$ cat config.mk
export PLATFORM = sky130hd
export DESIGN_NAME = dffmem_rf
export DESIGN_NICKNAME = d
export VERILOG_FILES = /design/src/rtl/dffmem_pkg.sv /design/src/rtl/dffmem_word.sv /design/src/rtl/dffmem_rf.sv
export SDC_FILE = /design/constraint.sdc
export NUM_CORES = 1
export LEC_CHECK = 0
export BUFFER_PORTS_ARGS = -buffer_cell sky130_fd_sc_hd__buf_2
export CAP_MARGIN = 10
export CORE_ASPECT_RATIO = 1.1
export CORE_MARGIN = 3
export CORE_UTILIZATION = 63
export CTS_BUF_LIST = sky130_fd_sc_hd__clkbuf_4
export DETAILED_ROUTE_END_ITERATION = 8
export GPL_TIMING_DRIVEN = 0
export PLACE_DENSITY_LB_ADDON = 0.12
export SYNTH_ARGS = -nofsm -noshare
export SYNTH_HDL_FRONTEND = slang
export SYNTH_SLANG_ARGS = --single-unit
$ cat constraint.sdc
create_clock -name clk -period 2.3 [get_ports clk]
set_clock_uncertainty 0.1 [all_clocks]
set_input_delay 0.23 -clock clk [delete_from_list [all_inputs] [get_ports clk]]
set_output_delay 0.23 -clock clk [all_outputs]
set_load 0.005 [all_outputs]
$ cat src/rtl/dffmem_pkg.sv
// Shared types and helpers for the dffmem_rf flip-flop register file.
// DFFMEM_PARITY_EN adds one even-parity bit per stored byte.
package dffmem_pkg;

  typedef enum logic {
    CLEAR = 1'b0,
    IDLE  = 1'b1
  } state_t;

  localparam int DATA_W_DEFAULT = 16;
  localparam int BYTES_PER_WORD = DATA_W_DEFAULT / 8;

  // Even parity: the stored bit makes the total count of ones in byte+bit even.
  function automatic logic byte_parity(input logic [7:0] b);
    return ^b;
  endfunction

endpackage

$ cat src/rtl/dffmem_word.sv
// One storage word with per-byte write enables and a synchronous zeroing input.
// DFFMEM_PARITY_EN adds a per-byte even-parity bit, exposed on port par.
module dffmem_word
  import dffmem_pkg::*;
#(
  parameter  int DATA_W = DATA_W_DEFAULT,
  localparam int NB     = DATA_W / 8
) (
  input  logic              clk,
  input  logic              clr,
  input  logic              wr_en,
  input  logic [NB-1:0]     wr_be,
  input  logic [DATA_W-1:0] wr_data,
  output logic [DATA_W-1:0] q
`ifdef DFFMEM_PARITY_EN
  ,
  output logic [NB-1:0]     par
`endif
);

  logic [DATA_W-1:0] data_reg;
`ifdef DFFMEM_PARITY_EN
  logic [NB-1:0]     par_reg;
`endif

  // Storage is deliberately not reset; the top-level sweep zeroes it.
  always_ff @(posedge clk) begin
    if (clr) begin
      data_reg <= '0;
`ifdef DFFMEM_PARITY_EN
      par_reg  <= '0;
`endif
    end else if (wr_en) begin
      for (int b = 0; b < NB; b++) begin
        if (wr_be[b]) begin
          data_reg[8*b +: 8] <= wr_data[8*b +: 8];
`ifdef DFFMEM_PARITY_EN
          par_reg[b]         <= byte_parity(wr_data[8*b +: 8]);
`endif
        end
      end
    end
  end

  assign q = data_reg;
`ifdef DFFMEM_PARITY_EN
  assign par = par_reg;
`endif

endmodule

$ cat src/rtl/dffmem_rf.sv
// Parametrised DFF register file: byte-enable write port, registered read port,
// hardware clear sweep after reset or on clr. DFFMEM_PARITY_EN adds par_err.
module dffmem_rf
  import dffmem_pkg::*;
#(
  parameter  int DATA_W = DATA_W_DEFAULT,
  parameter  int DEPTH  = 8,
  localparam int ADDR_W = $clog2(DEPTH),
  localparam int NB     = DATA_W / 8
) (
  input  logic              clk,
  input  logic              rst,
  input  logic              clr,
  input  logic              wr_en,
  input  logic [ADDR_W-1:0] wr_addr,
  input  logic [DATA_W-1:0] wr_data,
  input  logic [NB-1:0]     wr_be,
  input  logic              rd_en,
  input  logic [ADDR_W-1:0] rd_addr,
  output logic [DATA_W-1:0] rd_data,
  output logic              rd_valid,
  output logic              busy
`ifdef DFFMEM_PARITY_EN
  ,
  output logic              par_err
`endif
);

  localparam logic [ADDR_W-1:0] LAST_ADDR = ADDR_W'(DEPTH - 1);

  state_t            state_reg, state_next;
  logic [ADDR_W-1:0] cnt_reg, cnt_next;
  logic              accept;

  logic [DATA_W-1:0] word_q [DEPTH];
  logic [DATA_W-1:0] rd_word;
  logic [DATA_W-1:0] rd_data_reg;
  logic              rd_valid_reg;
`ifdef DFFMEM_PARITY_EN
  logic [NB-1:0]     word_par [DEPTH];
  logic [NB-1:0]     rd_par;
  logic              rd_perr;
  logic              par_err_reg;
`endif

  // A clr in IDLE pre-empts both ports in the same cycle.
  assign accept = (state_reg == IDLE) && !clr;

  always_ff @(posedge clk or posedge rst) begin
    if (rst) begin
      state_reg <= CLEAR;
      cnt_reg   <= '0;
    end else begin
      state_reg <= state_next;
      cnt_reg   <= cnt_next;
    end
  end

  always_comb begin
    state_next = state_reg;
    cnt_next   = cnt_reg;
    case (state_reg)
      CLEAR: begin
        if (cnt_reg == LAST_ADDR) begin
          state_next = IDLE;
          cnt_next   = '0;
        end else begin
          cnt_next = cnt_reg + ADDR_W'(1);
        end
      end
      IDLE: begin
        if (clr) begin
          state_next = CLEAR;
          cnt_next   = '0;
        end
      end
      default: begin
        state_next = CLEAR;
        cnt_next   = '0;
      end
    endcase
  end

  generate
    for (genvar gi = 0; gi < DEPTH; gi++) begin : gen_word
      logic sweep_sel;
      logic write_sel;
      assign sweep_sel = (state_reg == CLEAR) && (cnt_reg == ADDR_W'(gi));
      assign write_sel = accept && wr_en && (wr_addr == ADDR_W'(gi));

      dffmem_word #(.DATA_W(DATA_W)) u_word (
        .clk     (clk),
        .clr     (sweep_sel),
        .wr_en   (write_sel),
        .wr_be   (wr_be),
        .wr_data (wr_data),
        .q       (word_q[gi])
`ifdef DFFMEM_PARITY_EN
        ,
        .par     (word_par[gi])
`endif
      );
    end
  endgenerate

  // Addresses at or beyond DEPTH match no word and read back as zero.
  always_comb begin
    rd_word = '0;
`ifdef DFFMEM_PARITY_EN
    rd_par  = '0;
`endif
    for (int i = 0; i < DEPTH; i++) begin
      if (rd_addr == ADDR_W'(i)) begin
        rd_word = word_q[i];
`ifdef DFFMEM_PARITY_EN
        rd_par  = word_par[i];
`endif
      end
    end
  end

`ifdef DFFMEM_PARITY_EN
  always_comb begin
    rd_perr = 1'b0;
    for (int b = 0; b < NB; b++) begin
      if (rd_par[b] != byte_parity(rd_word[8*b +: 8])) rd_perr = 1'b1;
    end
  end
`endif

  always_ff @(posedge clk or posedge rst) begin
    if (rst) begin
      rd_data_reg  <= '0;
      rd_valid_reg <= 1'b0;
`ifdef DFFMEM_PARITY_EN
      par_err_reg  <= 1'b0;
`endif
    end else if (accept && rd_en) begin
      rd_data_reg  <= rd_word;
      rd_valid_reg <= 1'b1;
`ifdef DFFMEM_PARITY_EN
      par_err_reg  <= rd_perr;
`endif
    end else begin
      rd_valid_reg <= 1'b0;
`ifdef DFFMEM_PARITY_EN
      par_err_reg  <= 1'b0;
`endif
    end
  end

  assign rd_data  = rd_data_reg;
  assign rd_valid = rd_valid_reg;
  assign busy     = (state_reg == CLEAR);
`ifdef DFFMEM_PARITY_EN
  assign par_err  = par_err_reg;
`endif

endmodule
==> results of run 1 <==
-- cells in the final DEF (no fill, tap or decap), types with 3 or more instances in the layout --
master and count:
dfxtp_1 128, nor2_1 94, mux2i_1 93, nand2_1 77, a21oi_1 69, nand3_1 56, buf_2 46, clkbuf_1 38
o21ai_0 26, clkbuf_4 22, dfrtp_1 21, dlygate4sd3_1 17, nor2b_1 15, o22ai_1 15, inv_1 13, buf_1 11
nand2b_1 9, nor2_2 7, nor3_1 7, a31oi_1 7, and2_1 6, a221oi_1 6, a221o_1 6, a211oi_1 6
ha_1 6, clkinv_1 6, o2bb2ai_1 5, o221ai_1 5, and3_1 5, a32oi_1 4, o2111ai_1 4, mux4_2 3
a22oi_1 3
-- worst paths after layout --
check / from / to / cells after the start
worst max-delay path: state_reg / gen_word[1].u_word.q[6] / 6
min in group asynchronous: rst / rd_data[7] / 3
worst min-delay path: wr_data[3] / gen_word[5].u_word.q[3] / 3
worst min register to register: gen_word[4].u_word.q[14] / gen_word[4].u_word.q[14] / 2
max in group asynchronous: rst / rd_data[13] / 3
worst max register to register: state_reg / gen_word[1].u_word.q[6] / 6
-- critical path, cell delays in order (launching register included) --
cell,delay [ns]
dfrtp_1,0.40
buf_4,0.18
and4bb_1,0.23
nand2_1,0.22
nor2_2,0.60
mux2i_1,0.27
nor2_1,0.06
-- power by group through the flow --
stage	logic, W	registers [W]	clock network [W]
final	0.00152	0.00331	0.00142
after global routing	0.00168	0.00335	0.00154
after CTS	0.00150	0.00330	0.00143
after detailed placement	0.00147	0.00335	0
after global placement	0.00142	0.00332	0
after floorplan	0.000994	0.00327	0
-- per-stage QoR --
step | utilization | worst slack, ns | hold slack [ns]
after floorplan | - | 0.595 | 0.107
after global placement | 0.681 | 0.219 | 0.316
after detailed placement | 0.681 | 0.188 | 0.332
after CTS | 0.719 | 0.165 | 0.0144
after global routing | 0.719 | 0.00692 | 0.0437
final | 0.719 | 0.110 | 0.0357
-- final cells by class --
class / instances / share of cell area
Inverter: 13 / 0.00647
Multi-Input combinational cell: 549 / 0.451
Timing Repair Buffer: 44 / 0.0405
Buffer: 70 / 0.0390
Tap cell: 143 / 0.0237
Clock buffer: 22 / 0.0219
Sequential cell: 149 / 0.409
Clock inverter: 9 / 0.00829
-- layer usage --
metal / share of wire / up-vias / global-route usage / wire length (microns)
met4: 0.029 / 0 / 0.127 / 572
met3: 0.086 / 56 / 0.0707 / 1700
met1: 0.44 / 2927 / 0.452 / 8640
met2: 0.44 / 322 / 0.523 / 8700
li1: - / 2859 / - / -
met5: 0 / - / 0 / 0
-- kinds of logic (layout without fill, tap and decap cells) --
group                    Yosys count  in the layout
flip-flops                       149            149
AO/OA/AOI/OAI                    160            160
adder cells (fa/ha/maj)            6              6
multiplexers                      98             98
buffers and inverters             83            158
AND/OR/NAND/NOR                  285            285
-- synth_stat cells, types with 3 or more instances --
| master | number |
|---|---|
| dfxtp_1 | 128 |
| nor2_1 | 95 |
| mux2i_1 | 93 |
| nand2_1 | 77 |
| a21oi_1 | 69 |
| nand3_1 | 56 |
| clkbuf_1 | 38 |
| o21ai_0 | 26 |
| dfrtp_1 | 21 |
| buf_2 | 19 |
| nor2b_1 | 15 |
| o22ai_1 | 15 |
| inv_1 | 13 |
| buf_1 | 11 |
| nand2b_1 | 9 |
| a31oi_1 | 7 |
| nor3_1 | 7 |
| a211oi_1 | 6 |
| a221o_1 | 6 |
| a221oi_1 | 6 |
| and2_1 | 6 |
| ha_1 | 6 |
| nor2_2 | 6 |
| and3_1 | 5 |
| o221ai_1 | 5 |
| o2bb2ai_1 | 5 |
| a32oi_1 | 4 |
| o2111ai_1 | 4 |
| a22oi_1 | 3 |
| mux4_2 | 3 |
-- what timing repair did --
action / in CTS / in global routing
endpoints found under the hold margin: 65 / 0
resized for setup: 0 / 1
hold buffers: 17 / 0
endpoints found under the setup margin: 0 / 1
==> results.json, run 1 <==
{
  "status": "complete, no violations",
  "cts_tree": "done",
  "synth_simple_gate_area_frac": 0.192,
  "finalHoldViolations": 0,
  "io_pins": 47,
  "synth_top_family_by_area": "simple AND/OR/NAND/NOR gates",
  "antenna_cells": 0,
  "synth_seq_cells": 149,
  "cp.required_ns": 2.64,
  "ff2ff_setup_slack_ns": 0.11,
  "leakage_nw": 2.98,
  "fin_nets": 879,
  "wirelength_mm": 19.6,
  "syn_nets": 816,
  "slew-limit-headroom": 0.447,
  "drtIter0Drc": 664,
  "finalSetupTns_ns": 0,
  "synth_area_sq_um": 6830,
  "synth_cell_types": 41,
  "finalSetupViolCount": 0,
  "largest_reg_flops": 128,
  "core_area_sq_um": 10500,
  "synthArstFlopShare": 0.141,
  "layout-drive-gt1-share": 0.106,
  "clockBufferDepth": 2,
  "grt_setup_unrepaired": "false",
  "p_seq_frac": 0.529,
  "clockPowerShare": 0.228,
  "clockRootBuffer": "clkbuf_4",
  "grt_usage": 0.332,
  "p_sw_w": 0.00207,
  "yosys.area.top_type": "dfxtp_1",
  "initial_utilization": 0.651,
  "hold_class": "input port to register",
  "p_int_w": 0.00418,
  "path_class": "register to register",
  "grt_pass1_wl_mm": 31.1,
  "place_congestion": 0.926,
  "yosys.area.top_type_share": 0.375,
  "multi_input_area_sq_um": 3400,
  "fp.dieH_microns": 115,
  "drv_slew": 0,
  "die_w_microns": 105,
  "worst_setup_path_start_kind": "register",
  "arrival_ns": 2.53,
  "clock-sinks": 149,
  "grt_max_degree": 22,
  "total_power_w": 0.00625,
  "ant_nets": 0,
  "synth_area_leaders": "dfxtp_1 (38%), mux2i_1 (14%), dfrtp_1 (7.7%), nor2_1 (5.2%), a21oi_1 (5.1%)",
  "drc_errors": 0,
  "postLayoutCellArea_sq_um": 7540,
  "swShare": 0.331,
  "critical_path.endpoint_type": "register",
  "die_area_sq_um": 12100,
  "dpl-instance-area_sq_um": 7140,
  "via_per_inst": 6.17,
  "synth_mux_area_frac": 0.150,
  "fmax_mhz": 457,
  "path_max_fanout": 10,
  "seqCellArea_sq_um": 3090,
  "syn-instance-count": 781,
  "wl_per_cell_microns": 19.6,
  "io_buffer_count": 27,
  "clkTransAtPathRegs_ns": 0.10,
  "std_cell_rows": 39,
  "vias": 6164,
  "max_cap_violations": 0,
  "synthFlopType": "dfxtp_1",
  "antenna_found_initial": 0,
  "tightestPinTransition_ns": 0.829,
  "synth_compound_area_frac": 0.145,
  "firstDrtPassIters": 5,
  "place_inst": 951,
  "clk_latency_ns": 0.57,
  "syn2layout_area_growth_pct": 10.5,
  "grt-ovfl-total": 0,
  "synth_warnings": 0,
  "peakVddDrop_mv": 0.457,
  "finalNonFillerCells": 999,
  "htreeDepth": 4,
  "period_share": 0.952,
  "numCtsBuffers": 17,
  "pwr_density_cell_nw_per_um2": 828,
  "synth_edf_count": 0,
  "ys_seq_area_frac": 0.452,
  "syn_area_per_cell_sq_um": 8.74,
  "grt_pass1_vias": 5905,
  "postCtsSetupRepairBufs": 0,
  "fillCellCount": 839,
  "synthAdderAreaFrac": 0.0110,
  "comb_power_share": 0.242,
  "fin_crit_ns": 2.19,
  "hpwl_mm": 14.4,
  "synth_xor_area_frac": 0
}
No activity file was read; power rests on OpenSTA's default activity.
==> inputs of run 2 (changes only) <==
--- a/config.mk
+++ b/config.mk
@@ -7,7 +7,6 @@
 export LEC_CHECK = 0
 export BUFFER_PORTS_ARGS = -buffer_cell sky130_fd_sc_hd__buf_2
 export CAP_MARGIN = 10
-export CORE_ASPECT_RATIO = 1.1
 export CORE_MARGIN = 3
 export CORE_UTILIZATION = 63
 export CTS_BUF_LIST = sky130_fd_sc_hd__clkbuf_4
==> results.json, run 2 (same netlist as run 1, synthesis figures left out) <==
{
  "final_util": 0.725,
  "slowest_stage": "dfrtp_1",
  "htreeDepth": 4,
  "hold_class": "input port to register",
  "cts_tree": "done",
  "firstDrtPassIters": 8,
  "drtIter0Drc": 823,
  "peakVddDrop_mv": 0.532,
  "drc_errors": 0,
  "fp.dieH_microns": 110,
  "arrival_ns": 2.56,
  "antenna_cells": 0,
  "highest_layer": "met4",
  "cp.required_ns": 2.69,
  "slowest_delay_ns": 0.43,
  "total_power_w": 0.00628,
  "critical_path.most_common_cell": "clkbuf_1",
  "leakage_nw": 2.98,
  "met1Wirelength_mm": 8.53,
  "pwr_density_cell_nw_per_um2": 832,
  "grt_pass1_vias": 5903,
  "clockRootBuffer": "clkbuf_4",
  "std_cell_rows": 37,
  "core_area_sq_um": 10400,
  "grt_usage": 0.344,
  "hold_ws_ns": 0.141,
  "path_class": "register to register",
  "met2_length_mm": 8.85,
  "fin_nets": 880,
  "clk_latency_ns": 0.58,
  "fmax_mhz": 461,
  "die_w_microns": 110,
  "die_area_sq_um": 12100,
  "path_max_fanout": 10,
  "tightestPinTransition_ns": 0.863,
  "worst_setup_path_start_kind": "register",
  "grt-ovfl-total": 0,
  "crit_chain": "buf_4 > nor2b_1 > nand2_1 > clkbuf_1 > clkbuf_1 > a22oi_1 > o31ai_1",
  "via_per_inst": 6.28,
  "period_share": 0.942,
  "wl_per_cell_microns": 20.0,
  "largest_reg_flops": 128,
  "syn2layout_area_growth_pct": 10.6,
  "slew-limit-headroom": 0.424,
  "drv_slew": 0,
  "clockBufferDepth": 2,
  "final_common_cell": "dfxtp_1",
  "ant_nets": 0,
  "clkTransAtPathRegs_ns": 0.12,
  "max_cap_violations": 0,
  "grt_max_degree": 22,
  "wl_met3_mm": 2.02,
  "finalSetupTns_ns": 0,
  "clock-sinks": 149,
  "place_congestion": 0.932,
  "hpwl_mm": 14.4,
  "status": "complete, no violations",
  "layout_common_cells": "dfxtp_1 (128), nor2_1 (94), mux2i_1 (93)",
  "critical_path.endpoint_type": "register",
  "wirelength_mm": 19.8,
  "finalHoldViolations": 0,
  "finalSetupViolCount": 0,
  "postCtsSetupRepairBufs": 0,
  "vias": 6234,
  "grt_setup_unrepaired": "false",
  "io_buffer_count": 27,
  "layout-drive-gt1-share": 0.107,
  "grt_pass1_wl_mm": 31.3,
  "numCtsBuffers": 17,
  "initial_utilization": 0.655,
  "fin_crit_ns": 2.17,
  "antenna_found_initial": 0,
  "io_pins": 47
}
[run 2: path summary, 6_finish.rpt]
check	from	to	slack, ns	depth (start not counted)
worst min register to register	gen_word[4].u_word.q[13]	gen_word[4].u_word.q[13]	0.36	2
worst max-delay path	state_reg	rd_data[8]	0.13	7
worst min-delay path	rd_addr[2]	rd_data[12]	0.14	4
max in group asynchronous	rst	rd_data[4]	1.31	3
worst max register to register	state_reg	rd_data[8]	0.13	7
min in group asynchronous	rst	rd_data[5]	0.26	3
[run 2: through the flow]
step / instances / setup slack, ns / area [sq um]
2_1_floorplan: 781 / 0.595 / 6830
5_1_grt: 993 / 0.0360 / 7550
3_5_place_dp: 944 / 0.192 / 7130
4_1_cts: 993 / 0.147 / 7540
3_3_place_gp: 944 / 0.238 / 7130
6_report: 993 / 0.133 / 7550
[run 2: what timing repair did]
action / CTS / global route
setup endpoints to repair: 0 / 2
endpoints found under the hold margin: 73 / 0
resized for setup: 0 / 2
hold buffers: 18 / 0
[run 2: final cells by class]
cell class | instances | area, sq um
tap | 136 | 170
clock inverter | 13 | 92.6
buffer | 70 | 294
inverter | 13 | 48.8
sequential | 149 | 3090
timing repair buffer | 45 | 315
fill | 799 | 2870
multi-input combinational | 549 | 3400
clock buffer | 18 | 135
[run 2: worst max-delay path: cells and delay by family, from the launching register on]
kind	cells	cell delay [ns]
AO/OA/AOI/OAI	2	0.28
AND/OR/NAND/NOR	2	0.26
flip-flops	1	0.43
buffers and inverters	3	1.02
[run 2: where the power goes]
| group | internal, W | leakage [nW] | total [W] | switching, W |
|---|---|---|---|---|
| clock | 0.000517 | 0.125 | 0.00145 | 0.000935 |
| sequential | 0.00302 | 1.30 | 0.00331 | 0.000292 |
| combinational | 0.000603 | 1.55 | 0.00152 | 0.000920 |
[run 2: per-layer routing]
layer  up-vias  track usage
li1       2874            -
met1      2954        0.467
met5         -            0
met3        43        0.109
met2       363        0.525
met4         0        0.109
